**config.mk**
```make
export PLATFORM = sky130hd
export DESIGN_NAME = otter_exec_unit
export DESIGN_NICKNAME = d
export VERILOG_FILES = /design/src/rtl/otter_exec_unit.sv
export SDC_FILE = /design/constraint.sdc
export NUM_CORES = 1
export LEC_CHECK = 0
export ABC_AREA = 1
export BUFFER_PORTS_ARGS = -buffer_cell sky130_fd_sc_hd__buf_4
export CORE_MARGIN = 4
export CORE_UTILIZATION = 50
export CTS_CLUSTER_DIAMETER = 40
export DETAILED_ROUTE_END_ITERATION = 12
export PLACE_DENSITY = 0.75
export SLEW_MARGIN = 20
export SYNTH_ARGS = -nofsm -noshare
export SYNTH_HDL_FRONTEND = slang
export SYNTH_SLANG_ARGS = --single-unit
```
**constraint.sdc**
```tcl
create_clock -name CLK -period 3.1 [get_ports CLK]
set_input_delay 0.31 -clock CLK [delete_from_list [all_inputs] [get_ports CLK]]
set_output_delay 0.31 -clock CLK [all_outputs]
set_load 0.01 [all_outputs]
```
**src/rtl/otter_exec_unit.sv**
```systemverilog
// otter_exec_unit: execute-stage core of the pipelined OTTER RV32I CPU.
// Combines the ALU, the branch address generator and the branch condition
// generator. Everything is combinational except one registered copy of the
// ALU result (RESULT_Q), which feeds the EX/MEM boundary and forwarding.
// There is no FSM and no handshake in this block: the outputs follow the
// inputs every cycle, and the stage register is gated only by EN/CLR/RST.
module otter_exec_unit #(
    parameter int XLEN = 32
) (
    input  logic            CLK,
    input  logic            RST,
    input  logic            EN,
    input  logic            CLR,
    input  logic [3:0]      ALU_FUN,
    input  logic [XLEN-1:0] SRC_A,
    input  logic [XLEN-1:0] SRC_B,
    input  logic [XLEN-1:0] RS1,
    input  logic [XLEN-1:0] RS2,
    input  logic [XLEN-1:0] PC,
    input  logic [XLEN-1:0] I_TYPE,
    input  logic [XLEN-1:0] J_TYPE,
    input  logic [XLEN-1:0] B_TYPE,
    output logic [XLEN-1:0] RESULT,
    output logic [XLEN-1:0] RESULT_Q,
    output logic [XLEN-1:0] JAL,
    output logic [XLEN-1:0] JALR,
    output logic [XLEN-1:0] BRANCH,
    output logic            BR_EQ,
    output logic            BR_LT,
    output logic            BR_LTU
);

    // ALU operation codes
    localparam logic [3:0] FUN_ADD  = 4'b0000;
    localparam logic [3:0] FUN_SUB  = 4'b1000;
    localparam logic [3:0] FUN_SLL  = 4'b0001;
    localparam logic [3:0] FUN_SLT  = 4'b0010;
    localparam logic [3:0] FUN_SLTU = 4'b0011;
    localparam logic [3:0] FUN_XOR  = 4'b0100;
    localparam logic [3:0] FUN_SRL  = 4'b0101;
    localparam logic [3:0] FUN_OR   = 4'b0110;
    localparam logic [3:0] FUN_AND  = 4'b0111;
    localparam logic [3:0] FUN_SRA  = 4'b1101;
    localparam logic [3:0] FUN_LUI  = 4'b1001;

    logic [4:0]      shamt;
    logic [XLEN-1:0] alu_d;
    logic [XLEN-1:0] result_d;
    logic [XLEN-1:0] result_q;
    logic [XLEN-1:0] jalr_sum;

    assign shamt = SRC_B[4:0];

    // ALU: select the operation result; unused codes give zero
    always_comb begin
        alu_d = '0;
        case (ALU_FUN)
            FUN_ADD:  alu_d = SRC_A + SRC_B;
            FUN_SUB:  alu_d = SRC_A - SRC_B;
            FUN_SLL:  alu_d = SRC_A << shamt;
            FUN_SLT:  alu_d = ($signed(SRC_A) < $signed(SRC_B)) ? {{(XLEN-1){1'b0}}, 1'b1} : '0;
            FUN_SLTU: alu_d = (SRC_A < SRC_B) ? {{(XLEN-1){1'b0}}, 1'b1} : '0;
            FUN_XOR:  alu_d = SRC_A ^ SRC_B;
            FUN_SRL:  alu_d = SRC_A >> shamt;
            FUN_OR:   alu_d = SRC_A | SRC_B;
            FUN_AND:  alu_d = SRC_A & SRC_B;
            FUN_SRA:  alu_d = $unsigned($signed(SRC_A) >>> shamt);
            FUN_LUI:  alu_d = SRC_A;
            default:  alu_d = '0;
        endcase
    end

    assign RESULT = alu_d;

    // Branch address generator: modulo-2^32 target sums; JALR drops bit 0 only
    assign jalr_sum = RS1 + I_TYPE;
    assign JAL      = PC + J_TYPE;
    assign BRANCH   = PC + B_TYPE;
    assign JALR     = {jalr_sum[XLEN-1:1], 1'b0};

    // Branch condition generator
    assign BR_EQ  = (RS1 == RS2);
    assign BR_LT  = ($signed(RS1) < $signed(RS2));
    assign BR_LTU = (RS1 < RS2);

    // Stage register next value: reset beats bubble clear beats load beats hold
    always_comb begin
        result_d = result_q;
        if (RST) begin
            result_d = '0;
        end else if (CLR) begin
            result_d = '0;
        end else if (EN) begin
            result_d = alu_d;
        end
    end

    // Stage register update
    always_ff @(posedge CLK) begin
        result_q <= result_d;
    end

    assign RESULT_Q = result_q;

endmodule

```
==> flow_summary.yaml <==
outcome:
  run_status: "completed"
timing:
  fin_worst_skew_ps: 0
  fin_tns_setup_ps: 0
  fin_crit_sh: 0.978
  drv_slew: 0
  final_hold_viol_count: 0
  slew-limit-headroom: 0.428
  timing.final.setup_violations: 0
  finalCriticalPeriod_ps: 3030
  rsz0062_at_grt: "no"
  fmaxAchievable_mhz: 330
  worst_slew_pin_slew_ps: 858
die:
  placement_rows: 68
  initial_utilization: 0.511
  design.portCount: 427
  die_h_um: 197
  core_um2: 34900
  die-area_um2: 38800
  die-width_um: 197
route:
  post_drt_via_cell_ratio: 6.03
  detail-route-antenna-nets: 0
  via_count: 24900
  highest_metal_layer_with_signal_wires: "met4"
  drc: 0
  route.detailed.wl_per_inst_um: 21.1
  detail_route.wirelength.met1_um: 30600
  dr_wl_met3_um: 8990
  dr.pass1.iters: 6
  drt-initial-drc-count: 2711
  routed_wl_um: 87200
  routed-wl-met2_um: 39700
clock_network:
  cts_hold_repair.buffers: 0
  post_cts_resize_count: 0
  ctsLongestPathBuffers: 2
  clock_tree.root_cell: "sky130_fd_sc_hd__clkbuf_16"
  post-cts-setup-buffer-count: 0
  worst_skew_pair.late_latency_ps: 270
  number_of_clock_sinks: 32
  number_of_buffers_created_by_cts: 5
  cts_max_level: 2
  clock_slew_at_reported_path_ffs_ps: 50
  tritoncts: "done"
worst_setup_path:
  critical_path.startpoint_type: "input port"
  path_max_fanout: 5
  timing.critical_path.to: "RESULT[28]"
  worstSetupEndpointType: "output pin"
  worst_r2r_endpoint: "RESULT_Q[13]"
  worstSetupStartpoint: "SRC_B[0]"
  worstPathRequired_ps: 2790
  rr_startpoint: "RESULT_Q[13]"
  timing_worst_setup_path_type: "input port to output pin"
  arrival_ps: 2720
  timing.reg2reg.setup_slack_ps: 2310
  worst-r2r-cell-count: 4
power_and_ir_drop:
  switchingPower_mw: 2.96
  peakVddDrop_mv: 0.210
  power_density_nw_per_um2: 251
  power.clock.fraction: 0.102
  power.total_mw: 5.46
  cellLeakagePower_nw: 12.2
  power.sequential.fraction: 0.081
  pwr-share-comb: 0.818
  intPower_mw: 2.50
  swShare: 0.543
synthesis:
  number_of_synthesized_register_bits: 32
  synth.avg_cell_area_um2: 5.47
  synth_fp_nets: 3759
  ys.warnings.count: 0
  syn-instance-count: 3262
  postSynth.asyncResetShare: 0
  synth_enable_flop_cells: 0
  synth_area_um2: 17800
  synth_ff_type: "sky130_fd_sc_hd__dfxtp_1"
  synth_seq_area_share: 0.0359
  yosysUniqueCellTypes: 62
placed_design:
  placement.io_buffers: 425
  gp_congestion: 1.12
  dpl_hpwl_um: 74200
finish:
  post_route_cells_drive_above_1_share: 0.173
  nets: 4161
  final.fill_count: 3432
  largest_register_ffs: 32
  p_r_area_growth_vs_syn_pct: 22.1
global_route:
  global_route_wire_length_before_repair_um: 130000
  grt_antenna_before_repair: 7
  first_global_vias: 23500
  groute.usage.overall: 0.419
  gr_ovfl_total: 0
  grt_max_degree: 76
min_path:
  hold_removal_path_class: "input port to register"
run:
  maxCapViolations: 0
worst min-delay path by stage:
stage	from	end	slack, ps	depth (start not counted)
finish	CLR	RESULT_Q[17]	490	5
detailed placement	RESULT_Q[17]	RESULT_Q[17]	500	2
global placement	RESULT_Q[24]	RESULT_Q[24]	490	2
CTS	CLR	RESULT_Q[17]	480	5
global route	RST	RESULT_Q[17]	520	5
floorplan	CLR	RESULT_Q[26]	510	3
critical path, cell delays in order:
cell,delay [ps]
sky130_fd_sc_hd__buf_4,150
sky130_fd_sc_hd__ha_1,260
sky130_fd_sc_hd__fa_1,500
sky130_fd_sc_hd__nand3_1,120
sky130_fd_sc_hd__nand3_1,170
sky130_fd_sc_hd__nand2_1,150
sky130_fd_sc_hd__nand2_1,160
sky130_fd_sc_hd__nand2_1,130
sky130_fd_sc_hd__nand2_1,80
sky130_fd_sc_hd__nand2_1,210
sky130_fd_sc_hd__nand3_1,110
sky130_fd_sc_hd__nand3_1,130
sky130_fd_sc_hd__nand3_1,90
sky130_fd_sc_hd__buf_4,160
routing by layer:
metal	global-route usage	vias up
met4	0.308	0
met3	0.0607	372
met5	0	-
met2	0.703	1692
met1	0.486	11200
li1	-	11600
power by group through the flow:
stage               clock network, mW  logic [mW]  registers [mW]
finish                          0.556        4.47           0.440
global route                    0.576        4.79           0.441
CTS                             0.555        4.34           0.440
detailed placement                  0        4.32           0.448
global placement                    0        4.26           0.447
floorplan                           0        2.47           0.455
cells in the mapped netlist, types with 4 or more instances:
master / instances / area [um2]
sky130_fd_sc_hd__nand2_4: 11 / 124
sky130_fd_sc_hd__o21ai_1: 11 / 55.1
sky130_fd_sc_hd__nand3b_1: 4 / 30.0
sky130_fd_sc_hd__dfxtp_1: 32 / 641
sky130_fd_sc_hd__inv_1: 426 / 1600
sky130_fd_sc_hd__nor3_1: 40 / 200
sky130_fd_sc_hd__inv_2: 14 / 52.6
sky130_fd_sc_hd__a211oi_1: 7 / 52.6
sky130_fd_sc_hd__o211ai_1: 24 / 180
sky130_fd_sc_hd__xor2_1: 50 / 438
sky130_fd_sc_hd__a221oi_1: 5 / 43.8
sky130_fd_sc_hd__and2_1: 6 / 37.5
sky130_fd_sc_hd__clkbuf_1: 16 / 60.1
sky130_fd_sc_hd__nand3_1: 451 / 2260
sky130_fd_sc_hd__nor4_1: 5 / 31.3
sky130_fd_sc_hd__ha_1: 228 / 2850
sky130_fd_sc_hd__nand4_1: 53 / 332
sky130_fd_sc_hd__a21oi_1: 194 / 971
sky130_fd_sc_hd__xnor2_1: 42 / 368
sky130_fd_sc_hd__nand3_2: 18 / 180
sky130_fd_sc_hd__o22ai_1: 19 / 119
sky130_fd_sc_hd__a21boi_0: 10 / 75.1
sky130_fd_sc_hd__and2_4: 7 / 61.3
sky130_fd_sc_hd__o21bai_1: 18 / 135
sky130_fd_sc_hd__a21o_1: 23 / 173
sky130_fd_sc_hd__buf_4: 17 / 128
sky130_fd_sc_hd__buf_6: 12 / 135
sky130_fd_sc_hd__nand2_1: 859 / 3220
sky130_fd_sc_hd__fa_1: 5 / 100
sky130_fd_sc_hd__o221ai_1: 12 / 105
sky130_fd_sc_hd__buf_1: 5 / 18.8
sky130_fd_sc_hd__o31ai_1: 4 / 30.0
sky130_fd_sc_hd__nor2_1: 337 / 1260
sky130_fd_sc_hd__o21a_1: 10 / 75.1
sky130_fd_sc_hd__nor2_2: 10 / 62.6
sky130_fd_sc_hd__and3_1: 6 / 37.5
sky130_fd_sc_hd__buf_2: 54 / 270
sky130_fd_sc_hd__o21ai_0: 138 / 691
sky130_fd_sc_hd__a31oi_1: 11 / 68.8
sky130_fd_sc_hd__nand2_2: 35 / 219
cells in the final DEF (no fill, tap or decap), types with 13 or more instances in the layout:
cell,synthesis,routed
sky130_fd_sc_hd__a21o_1,23,23
sky130_fd_sc_hd__a21oi_1,194,194
sky130_fd_sc_hd__buf_4,17,498
sky130_fd_sc_hd__dfxtp_1,32,32
sky130_fd_sc_hd__ha_1,228,224
sky130_fd_sc_hd__inv_1,426,425
sky130_fd_sc_hd__inv_2,14,15
sky130_fd_sc_hd__nand2_1,859,858
sky130_fd_sc_hd__nand2_2,35,36
sky130_fd_sc_hd__nand3_1,451,451
sky130_fd_sc_hd__nand3_2,18,18
sky130_fd_sc_hd__nand4_1,53,53
sky130_fd_sc_hd__nor2_1,337,334
sky130_fd_sc_hd__nor2_2,10,13
sky130_fd_sc_hd__nor3_1,40,40
sky130_fd_sc_hd__o211ai_1,24,24
sky130_fd_sc_hd__o21ai_0,138,137
sky130_fd_sc_hd__o21bai_1,18,17
sky130_fd_sc_hd__o22ai_1,19,19
sky130_fd_sc_hd__xnor2_1,42,42
sky130_fd_sc_hd__xor2_1,50,50
cell type report:
cell class | instances | area [um2] | area share
Sequential cell | 32 | 641 | 0.0294
Antenna cell | 7 | 17.5 | 0.000805
Clock buffer | 6 | 129 | 0.00592
Tap cell | 455 | 569 | 0.0261
Clock inverter | 2 | 35.0 | 0.00161
Multi-Input combinational cell | 2679 | 14900 | 0.684
Timing Repair Buffer | 502 | 3820 | 0.175
Inverter | 444 | 1670 | 0.0769
logic make-up (layout without fill, tap and decap cells):
kind of cell / after synthesis / in the layout / share of synthesized area
AO/OA/AOI/OAI: 499 / 499 / 0.163
XOR/XNOR: 92 / 92 / 0.0452
adder cells (fa/ha/maj): 233 / 233 / 0.166
buffers and inverters: 551 / 954 / 0.131
flip-flops: 32 / 32 / 0.0359
multiplexers: 1 / 1 / 0.000561
other: 1 / 8 / 0.000210
AND/OR/NAND/NOR: 1853 / 1853 / 0.459
metrics by stage:
stage	util	instance area, um2	cells	worst slack [ps]	hold WS, ps
floorplan	-	17800	3262	481	511
CTS	0.623	21700	4120	180	477
detailed placement	0.618	21600	4112	191	504
global route	0.624	21800	4127	1.10	517
finish	0.624	21800	4127	68.2	486
global placement	0.618	21600	4112	220	493
(Power assumes the default switching activity.)
